$ cat src/rtl/data_cache_pkg.sv
// Shared definitions for the direct-mapped, write-through data cache.
// States, default geometry and bus widths used by the cache top and its arrays.
package data_cache_pkg;

  localparam int DCACHE_LINES = 64;
  localparam int ADDR_W       = 30;
  localparam int DATA_W       = 32;
  localparam int STRB_W       = 4;

  typedef enum logic [1:0] {
    IDLE    = 2'd0,
    RD_MISS = 2'd1,
    WR      = 2'd2,
    RESP    = 2'd3
  } dc_state_t;

endpackage

$ cat src/rtl/data_cache_if.sv
// Memory-side request/response bus of the data cache.
// mem_req_o and its qualifiers are held stable until mem_ack_i; one request outstanding.
interface data_cache_if;

  logic        mem_req_o;
  logic        mem_we_o;
  logic [29:0] mem_addr_o;
  logic [31:0] mem_wdata_o;
  logic [3:0]  mem_wstrb_o;
  logic        mem_ack_i;
  logic [31:0] mem_rdata_i;

  modport master (
    output mem_req_o, mem_we_o, mem_addr_o, mem_wdata_o, mem_wstrb_o,
    input  mem_ack_i, mem_rdata_i
  );

  modport slave (
    input  mem_req_o, mem_we_o, mem_addr_o, mem_wdata_o, mem_wstrb_o,
    output mem_ack_i, mem_rdata_i
  );

endinterface

$ cat src/rtl/dcache_mem.sv
// Valid/tag/data arrays of the data cache: combinational read port,
// synchronous byte-masked write port; only valid bits are reset.
module dcache_mem #(
  parameter int LINES = 64,
  parameter int IDX_W = $clog2(LINES),
  parameter int TAG_W = 30 - IDX_W
) (
  input  logic             clk_i,
  input  logic             rst_i,
  input  logic [IDX_W-1:0] rd_idx,
  output logic             rd_valid,
  output logic [TAG_W-1:0] rd_tag,
  output logic [31:0]      rd_data,
  input  logic             wr_en,
  input  logic             wr_fill,
  input  logic [IDX_W-1:0] wr_idx,
  input  logic [TAG_W-1:0] wr_tag,
  input  logic [31:0]      wr_data,
  input  logic [3:0]       wr_be
);

  logic [LINES-1:0] valid_q;
  logic [TAG_W-1:0] tag_q  [LINES];
  logic [31:0]      data_q [LINES];

  assign rd_valid = valid_q[rd_idx];
  assign rd_tag   = tag_q[rd_idx];
  assign rd_data  = data_q[rd_idx];

  always_ff @(posedge clk_i or negedge rst_i) begin
    if (!rst_i) begin
      valid_q <= '0;
    end else if (wr_en && wr_fill) begin
      valid_q[wr_idx] <= 1'b1;
    end
  end

  // A fill replaces tag and whole word; a store hit only touches strobed bytes.
  always_ff @(posedge clk_i) begin
    if (wr_en) begin
      if (wr_fill) begin
        tag_q[wr_idx] <= wr_tag;
      end
      for (int b = 0; b < 4; b++) begin
        if (wr_be[b]) begin
          data_q[wr_idx][8*b +: 8] <= wr_data[8*b +: 8];
        end
      end
    end
  end

endmodule

$ cat src/rtl/data_cache.sv
// Direct-mapped, one-word-per-line, write-through / no-write-allocate data cache.
// Optional DCACHE_STATS_EN adds read hit / read miss counters.
module data_cache
  import data_cache_pkg::*;
#(
  parameter int LINES = DCACHE_LINES,
  parameter int IDX_W = $clog2(LINES)
) (
  input  logic         clk_i,
  input  logic         rst_i,
  input  logic         enabled_i,
  input  logic [31:2]  address_i,
  input  logic [3:0]   write_en_i,
  input  logic [31:0]  data_i,
  output logic [31:0]  data_o,
  output logic         blocking_n_o,
  data_cache_if.master mem,
`ifdef DCACHE_STATS_EN
  output logic [31:0]  hit_cnt_o,
  output logic [31:0]  miss_cnt_o,
`endif
  output dc_state_t    state_o
);

  localparam int TAG_W = 30 - IDX_W;

  dc_state_t        state_q, state_d;
  logic [29:0]      addr_q;
  logic             we_q;
  logic [31:0]      wdata_q;
  logic [3:0]       wstrb_q;
  logic             hit_q;

  logic [IDX_W-1:0] idx;
  logic [TAG_W-1:0] tag;
  logic             line_valid;
  logic [TAG_W-1:0] line_tag;
  logic [31:0]      line_data;
  logic             hit;
  logic             is_wr;

  logic             blocking_n;
  logic             start_rd;
  logic             start_wr;
  logic             hit_evt;
  logic             arr_wr_en;
  logic             arr_fill;
  logic [31:0]      arr_wr_data;
  logic [3:0]       arr_wr_be;

  assign idx   = address_i[IDX_W+1:2];
  assign tag   = address_i[31:IDX_W+2];
  assign hit   = line_valid && (line_tag == tag);
  assign is_wr = |write_en_i;

  dcache_mem #(
    .LINES (LINES),
    .IDX_W (IDX_W),
    .TAG_W (TAG_W)
  ) u_mem (
    .clk_i    (clk_i),
    .rst_i    (rst_i),
    .rd_idx   (idx),
    .rd_valid (line_valid),
    .rd_tag   (line_tag),
    .rd_data  (line_data),
    .wr_en    (arr_wr_en),
    .wr_fill  (arr_fill),
    .wr_idx   (addr_q[IDX_W-1:0]),
    .wr_tag   (addr_q[29:IDX_W]),
    .wr_data  (arr_wr_data),
    .wr_be    (arr_wr_be)
  );

  always_comb begin
    state_d     = state_q;
    blocking_n  = 1'b1;
    start_rd    = 1'b0;
    start_wr    = 1'b0;
    hit_evt     = 1'b0;
    arr_wr_en   = 1'b0;
    arr_fill    = 1'b0;
    arr_wr_data = wdata_q;
    arr_wr_be   = wstrb_q;
    case (state_q)
      IDLE: begin
        if (enabled_i) begin
          if (is_wr) begin
            blocking_n = 1'b0;
            start_wr   = 1'b1;
            state_d    = WR;
          end else if (hit) begin
            hit_evt    = 1'b1;
          end else begin
            blocking_n = 1'b0;
            start_rd   = 1'b1;
            state_d    = RD_MISS;
          end
        end
      end
      RD_MISS: begin
        blocking_n = 1'b0;
        if (mem.mem_ack_i) begin
          arr_wr_en   = 1'b1;
          arr_fill    = 1'b1;
          arr_wr_data = mem.mem_rdata_i;
          arr_wr_be   = 4'hF;
          state_d     = RESP;
        end
      end
      WR: begin
        blocking_n = 1'b0;
        if (mem.mem_ack_i) begin
          // No allocate: the line is only updated if the store hit when issued.
          arr_wr_en = hit_q;
          state_d   = RESP;
        end
      end
      RESP: begin
        state_d = IDLE;
      end
      default: begin
        state_d = IDLE;
      end
    endcase
  end

  always_ff @(posedge clk_i or negedge rst_i) begin
    if (!rst_i) begin
      state_q <= IDLE;
      addr_q  <= '0;
      we_q    <= 1'b0;
      wdata_q <= '0;
      wstrb_q <= '0;
      hit_q   <= 1'b0;
    end else begin
      state_q <= state_d;
      if (start_rd) begin
        addr_q  <= address_i;
        we_q    <= 1'b0;
        wdata_q <= '0;
        wstrb_q <= '0;
      end else if (start_wr) begin
        addr_q  <= address_i;
        we_q    <= 1'b1;
        wdata_q <= data_i;
        wstrb_q <= write_en_i;
        hit_q   <= hit;
      end
    end
  end

  // Reset must silence the bus and outputs at once, not at the next edge.
  assign mem.mem_req_o   = (state_q == RD_MISS) || (state_q == WR);
  assign mem.mem_we_o    = we_q;
  assign mem.mem_addr_o  = addr_q;
  assign mem.mem_wdata_o = wdata_q;
  assign mem.mem_wstrb_o = wstrb_q;
  assign blocking_n_o    = !rst_i || blocking_n;
  assign data_o          = rst_i ? line_data : 32'h0;
  assign state_o         = state_q;

`ifdef DCACHE_STATS_EN
  always_ff @(posedge clk_i or negedge rst_i) begin
    if (!rst_i) begin
      hit_cnt_o  <= '0;
      miss_cnt_o <= '0;
    end else begin
      if (hit_evt) hit_cnt_o <= hit_cnt_o + 32'd1;
      if (start_rd) miss_cnt_o <= miss_cnt_o + 32'd1;
    end
  end
`endif

endmodule

$ cat src/flat_wrapper.sv
// flat-port wrapper written by rule: the top's interface ports become plain ports
module data_cache_flat import data_cache_pkg::*;
#(
  parameter int LINES = DCACHE_LINES,
  parameter int IDX_W = $clog2(LINES)
)
  (clk_i, rst_i, enabled_i, address_i, write_en_i, data_i, data_o, blocking_n_o, state_o, mem_mem_req_o, mem_mem_we_o, mem_mem_addr_o, mem_mem_wdata_o, mem_mem_wstrb_o, mem_mem_ack_i, mem_mem_rdata_i);
  data_cache_if mem_i ();
  input  logic clk_i;
  input  logic rst_i;
  input  logic enabled_i;
  input  logic [31:2] address_i;
  input  logic [3:0] write_en_i;
  input  logic [31:0] data_i;
  output logic [31:0] data_o;
  output logic blocking_n_o;
  output dc_state_t state_o;
  output wire logic [$bits(mem_i.mem_req_o)-1:0] mem_mem_req_o;
  output wire logic [$bits(mem_i.mem_we_o)-1:0] mem_mem_we_o;
  output wire logic [$bits(mem_i.mem_addr_o)-1:0] mem_mem_addr_o;
  output wire logic [$bits(mem_i.mem_wdata_o)-1:0] mem_mem_wdata_o;
  output wire logic [$bits(mem_i.mem_wstrb_o)-1:0] mem_mem_wstrb_o;
  input wire logic [$bits(mem_i.mem_ack_i)-1:0] mem_mem_ack_i;
  input wire logic [$bits(mem_i.mem_rdata_i)-1:0] mem_mem_rdata_i;
  assign mem_mem_req_o = mem_i.mem_req_o;
  assign mem_mem_we_o = mem_i.mem_we_o;
  assign mem_mem_addr_o = mem_i.mem_addr_o;
  assign mem_mem_wdata_o = mem_i.mem_wdata_o;
  assign mem_mem_wstrb_o = mem_i.mem_wstrb_o;
  assign mem_i.mem_ack_i = mem_mem_ack_i;
  assign mem_i.mem_rdata_i = mem_mem_rdata_i;
  data_cache #(.LINES(LINES), .IDX_W(IDX_W)) u_core (.clk_i(clk_i), .rst_i(rst_i), .enabled_i(enabled_i), .address_i(address_i), .write_en_i(write_en_i), .data_i(data_i), .data_o(data_o), .blocking_n_o(blocking_n_o), .mem(mem_i), .state_o(state_o));
endmodule
$ cat config.mk
export PLATFORM = sky130hd
export DESIGN_NAME = data_cache_flat
export DESIGN_NICKNAME = d
export VERILOG_FILES = /design/src/rtl/data_cache_pkg.sv /design/src/rtl/data_cache_if.sv /design/src/rtl/dcache_mem.sv /design/src/rtl/data_cache.sv /design/src/flat_wrapper.sv
export SDC_FILE = /design/constraint.sdc
export NUM_CORES = 2
export LEC_CHECK = 0
export CAP_MARGIN = 20
export CORE_MARGIN = 1.5
export CORE_UTILIZATION = 35
export DETAILED_ROUTE_END_ITERATION = 16
export PLACE_DENSITY = 0.62
export SYNTH_ARGS = -nofsm -noshare
export SYNTH_HDL_FRONTEND = slang
export SYNTH_SLANG_ARGS = --single-unit
$ cat constraint.sdc
create_clock -name clk_i -period 5.87 [get_ports clk_i]
set_input_delay 0.587 -clock clk_i [delete_from_list [all_inputs] [get_ports clk_i]]
set_output_delay 0.587 -clock clk_i [all_outputs]
set_load 0.05 [all_outputs]
## After elaboration in Yosys (flattened, before gate mapping)

Memories as Yosys holds them, arrays and structs flattened.
Index checks and enable logic that the tools add are counted.

| word-level totals | value |
|---|---|
| register bits after elaboration | 134 |
| RAM bits | 3584 |
| bits of input ports | 102 |
| output and inout bits | 103 |
| logic and storage cells | 85 |
| memories kept | 2 |

Memories:

| name | words | bits a word | rd ports | clocked after memory_dff | write ports | RTL line | RTL |
|---|---|---|---|---|---|---|---|
| u_core.u_mem.data_q | 64 | 32 | 1 | 0 | 1 | dcache_mem.sv:24 | `logic [31:0] data_q [LINES];` |
| u_core.u_mem.tag_q | 64 | 24 | 1 | 0 | 1 | dcache_mem.sv:23 | `logic [TAG_W-1:0] tag_q [LINES];` |

| operators by class | value |
|---|---|
| magnitude comparators | 3 |
| equality and inequality tests | 7 |
| multiplexer cells | 52 |
| bitwise operators | 2 |
| reduce and logical (&&, ||, !) cells | 12 |

Operators by type and width:

| operator | count |
|---|---|
| two-way mux 32 bit | 5 |
| bitwise OR 64 bit | 1 |
| two-way mux 30 bit | 2 |
| two-way mux 1 bit | 32 |
| == test 24 bit | 1 |
| two-way mux 4 bit | 4 |
| less-than comparator 6 x 7 -> 1 bit (second input constant) | 2 |
| two-way mux 2 bit | 4 |
| binary-select mux 1 bit (select 6 bit) | 1 |
| demux 1 bit (select 6 bit) | 1 |
| greater-or-equal comparator 6 x 1 -> 1 bit (second input constant) | 1 |
| one-hot mux 2 bit (3 select lines) | 1 |
| == test 2 bit (second input constant) | 2 |
| one-hot mux 1 bit (2 select lines) | 2 |
| OR reduction 4 bit | 1 |
| logical AND 1 bit | 3 |
| inequality test 3 bit (second input constant) | 1 |
| AND reduction 3 bit | 1 |
| == test 2 x 1 -> 1 bit (second input constant) | 1 |
| logical NOT 2 bit | 1 |
| logical OR 1 bit | 2 |
| inequality test 2 x 1 -> 1 bit (second input constant) | 1 |
| inequality test 2 bit (second input constant) | 1 |
| AND reduction 2 bit | 1 |
| other kinds (4) | 4 |

## Longest topological paths before layout

| logic depth | value |
|---|---|
| word-level depth | 9 |
| mapped depth | 19 |
| depth with buffers taken out | 10 |

## By module

A second synthesis with hierarchy kept.

| unflattened totals | value |
|---|---|
| cell total of the unflattened synthesis | 6635 |
| area total of the unflattened synthesis | 143192.3 µm² |

Modules (own cells, without submodules):

| module | instances | cells an instance | area an instance (µm²) | seq. area each (µm²) |
|---|---|---|---|---|
| dcache_mem | 1 | 6342 | 139586.4 | 109224.8 |
| data_cache | 1 | 293 | 3606.0 | 1751.7 |

## Least setup slack after synthesis

OpenSTA, ideal clock, no wires.

| path | value |
|---|---|
| kind | input to output |
| from | input address_i[2] in the netlist's numbering |
| to | output blocking_n_o |
| data arrival time | 4.352 ns |
| required time | 5.283 ns |
| path slack | 0.931 ns |
| cell stages on the path | 15 |
| path buffers | 6 |
| cell sequence | buf_4 > buf_8 > buf_8 > buf_4 > mux4_2 > nand2_1 > a21oi_1 > a2111oi_0 > mux2_2 > nand4b_1 > nor4b_2 > a31oi_2 > buf_6 > buf_2 > o21ai_1 |

| between the ends | value |
|---|---|
| cells in the longest elaborated chain, start to end | 8 |
| elaborated cells between the ends (all ways) | 10 |
| those cells by class | eq/ne: 1; mux: 6; reduce/logical: 2; memory: 1 |

RTL lines:

| what | RTL line | RTL |
|---|---|---|
| from (decl) | flat_wrapper.sv:12 | `input logic [31:2] address_i;` |
| memory read (64 x 24 bit) / binary-select mux 1 bit (select 6 bit) (equally long branches) | n/a |  |
| == test 24 bit / two-way mux 1 bit (equally long branches) | data_cache.sv:53, dcache_mem.sv:26 |  |
| logical AND 1 bit * | data_cache.sv:53 | `assign hit = line_valid && (line_tag == tag);` |
| two-way mux 1 bit * | data_cache.sv:92 | `end else if (hit) begin` |
| two-way mux 1 bit * | data_cache.sv:88 | `if (is_wr) begin` |
| two-way mux 1 bit * | data_cache.sv:87 | `if (enabled_i) begin` |
| one-hot mux 1 bit (2 select lines) * | data_cache.sv:85 | `case (state_q)` |
| logical OR 1 bit * | data_cache.sv:159 | `assign blocking_n_o = !rst_i \|\| blocking_n;` |
| to (decl) | flat_wrapper.sv:16 | `output logic blocking_n_o;` |

Every way passes the cells marked *; elsewhere a longest branch is shown, timed or not. The select of a mux whose other input is x is not followed.

## Worst setup path in the final report

Ends and elaborated chain as after synthesis.

==> impl_metrics.toml <==
[die]
fp.coreArea_um2 = 413000
start_util_pct = 35.1
die_w_um = 646
num_rows = 236
die_area_um2 = 418000
fp.dieH_um = 646
num_io_pins = 205

[clocking]
cts_tree = "yes"
post-cts-setup-buffer-count = 0
clk_path_buf_depth = 4
clock-sinks = 3718
insertion_delay_ns = 1.00
cts-root-buf = "clkbuf_16"
htree_levels = 5
cts.clk_slew.worst_paths_ns = 0.06
numCtsBuffers = 375
cts-resized-gates = 0

[route]
drt-initial-drc-count = 10900
drc = 0
ant_nets = 0
first_pass_iters = 7
viasPerCell = 5.64
vias = 73800
wl_mm = 427
avgRoutedWirePerCell_um = 32.7

[critical_path]
cp_slowest_cell = "nor4_1"
cp_cell_sequence = "buf_16, buf_4, mux4_2, nand2b_1, a221oi_1, nor3_1, or3b_1, nor4_1, buf_4, or2_2, and4bb_2, a31oi_4, o21ai_1, buf_4, buf_12"
reg2reg_depth = 11
end_kind = "output pin"
path_buf_inv = 5
path_max_fanout = 46
critPathLaunchType = "input port"
crit_top_cell = "buf_4"
critPathMaxStageDelay_ns = 0.71
path_depth = 15
crit_arrival_ns = 5.16
setup.worst_path.class = "in -> out"
worstPathRequired_ns = 5.28
path_delay_family = "simple AND/OR/NAND/NOR gates"

[job]
maxCapViolations = 0

[sta]
setup_viol = 0
finalHoldViolCount = 0
fin_crit_ns = 5.74
tightest_slew_ns = 1.23
max_freq_mhz = 174
finClkSkew_ns = 0.109
fin_hold_ws_ns = 0.165
max-slew-margin-rel_pct = 18.0
fin_ws_ns = 0.128
rsz0062_at_grt = "no"
finalCritPeriodShare_pct = 97.8
slew_violations = 0

[run_status]
status = "finished clean"

[grt]
grt_pass1_wl_mm = 588
grt_pass1_vias = 72900
grt_usage_pct = 20.0
grt-ovfl-total = 0
antenna_found_initial = 29
grt_max_degree = 114

[yosys]
yosys_warnings = 0
yosysTopAreaCell = "edfxtp_1"
synthCells = 6713
ys_ff_latch = 3718
ys_top_cells_by_count = "3,584 x edfxtp_1, 937 x mux4_2, 350 x nor2_1"
syn_area_um2 = 145000
synth.distinct_cells = 79
yosys_most_used_dff = "edfxtp_1"
yosysMostFrequentCell = "edfxtp_1"
synth_top_area_share_pct = 74.3
synth_edf_count = 3584
async_flop_share_pct = 3.60
synth.area.top_cells = "edfxtp_1 74%, mux4_2 15%, dfrtp_1 2.3%"
synth.net_count = 6819
postSynthAreaPerCell_um2 = 21.6
seq_area_frac_synth_pct = 76.6

[final_layout]
fillers = 35600
synthToLayoutAreaGrowth_pct = 16.1
drive_above_1_share_pct = 28.1
nets = 7383

[placed_design]
dp_hpwl_mm = 263
io_buffers = 204
pre_cts_slack_ns = 0.136
gp_congestion = 0.924

[power_and_ir_drop]
ir_worst_vdd_v = 0.000280
p_leak_uw = 0.0534
power.density_nw_per_um2 = 407

[hold_path]
hp-class = "in -> reg"
holdPathStages = 3
## sequential cells by signal, indices dropped and copies added (netlist names)
name,cells
u_core.state_o,2
u_core.u_mem.valid_q,64
u_core.mem.mem_wdata_o,32
u_core.u_mem.data_q,2048
u_core.mem.mem_addr_o,30
u_core.u_mem.tag_q,1536
u_core.mem.mem_wstrb_o,4
u_core.mem.mem_we_o,1
u_core.hit_q,1
## power by group
group	leakage, uW	total (uW)	switching (uW)	internal (uW)
Sequential	0.0341	34100	462	33600
Clock	0.00592	23800	10200	13500
Combinational	0.0134	10500	7940	2600
## placed cells by master, fill, tap and decap left out, drive strengths merged, types with 20 or more instances in the layout
master | synthesis | layout
edfxtp | 3584 | 3584
mux4 | 937 | 937
clkbuf | 176 | 499
buf | 196 | 393
nor2 | 351 | 351
mux2i | 283 | 283
nand2 | 233 | 233
clkdlybuf4s50 | 0 | 164
clkinv | 1 | 145
dfrtp | 134 | 134
mux2 | 92 | 92
nand3 | 85 | 85
a22oi | 84 | 84
or2 | 66 | 66
o21ai | 65 | 65
inv | 47 | 60
and3 | 35 | 35
bufinv | 0 | 29
o22ai | 28 | 28
and2 | 28 | 28
a21oi | 25 | 25
nand4 | 25 | 25
nor2b | 23 | 23
a221oi | 20 | 20
## final cells by class
type                       instances  area (um2)  area share [%]
sequential                      3718      111000            66.0
multi-input combinational       2575       32400            19.3
clock buffer                     498       10200            6.05
tap                             5474        6850            4.07
timing repair buffer             559        5520            3.28
clock inverter                   191        1950            1.16
inverter                          48         194           0.115
antenna                           13        32.5          0.0193
## worst reg2reg max path: stages, from the launching register on
cell,delay (ns)
edfxtp_1,0.36
mux4_2,0.46
mux2i_1,0.42
o22ai_1,0.17
nor4_1,0.70
nor4bb_1,0.17
a2111oi_0,0.60
nand4b_1,0.23
nor3_1,0.79
buf_4,0.26
a222oi_1,0.12
mux2i_1,0.17
## what timing repair did
item                                    CTS  global route
endpoints found under the hold margin    23             0
hold buffers                              1             0
endpoints found under the setup margin    0             0
## final timing paths
| kind | slack, ns | endpoint | startpoint |
|---|---|---|---|
| max in group asynchronous | 3.70 | u_core.mem.mem_addr_o[26] | rst_i |
| min in group asynchronous | 0.37 | u_core.mem.mem_addr_o[5] | rst_i |
| worst max register to register | 1.20 | u_core.state_o[1] | u_core.u_mem.tag_q[5][8] |
| worst max-delay path | 0.13 | blocking_n_o | address_i[2] |
| worst min register to register | 0.46 | u_core.u_mem.valid_q[1] | u_core.u_mem.valid_q[1] |
| worst min-delay path | 0.16 | u_core.mem.mem_wdata_o[15] | data_i[15] |
## cell families after synthesis
group                    count (synthesis)  synth area share [%]
AND/OR/NAND/NOR                        921                  2.95
multiplexers                          1312                  17.3
buffers and inverters                  420                  1.41
adder cells (fa/ha/maj)                  4                0.0345
AO/OA/AOI/OAI                          315                  1.56
flip-flops                            3718                  76.6
XOR/XNOR                                23                 0.139
## per-stage QoR
| stage | util, % | instance area [um2] | total power (uW) | TNS, ns | cells |
|---|---|---|---|---|---|
| 2_1_floorplan | - | 145000 | 39800 | 0 | 6713 |
| 5_1_grt | 40.8 | 168000 | 70100 | 0 | 13100 |
| 3_3_place_gp | 37.6 | 155000 | 44300 | -0.750 | 12300 |
| 3_5_place_dp | 37.7 | 155000 | 44900 | 0 | 12300 |
| 6_report | 40.8 | 168000 | 68400 | 0 | 13100 |
| 4_1_cts | 40.6 | 168000 | 68300 | 0 | 13000 |
## routing by layer
metal | track usage [%] | vias up | wire (um)
li1 | - | 29100 | -
met5 | 0 | - | 123
met2 | 31.5 | 4392 | 200000
met4 | 6.87 | 18 | 15500
met1 | 27.3 | 39600 | 166000
met3 | 4.55 | 694 | 44900
Note: power is estimated with default switching activity, not from simulation.
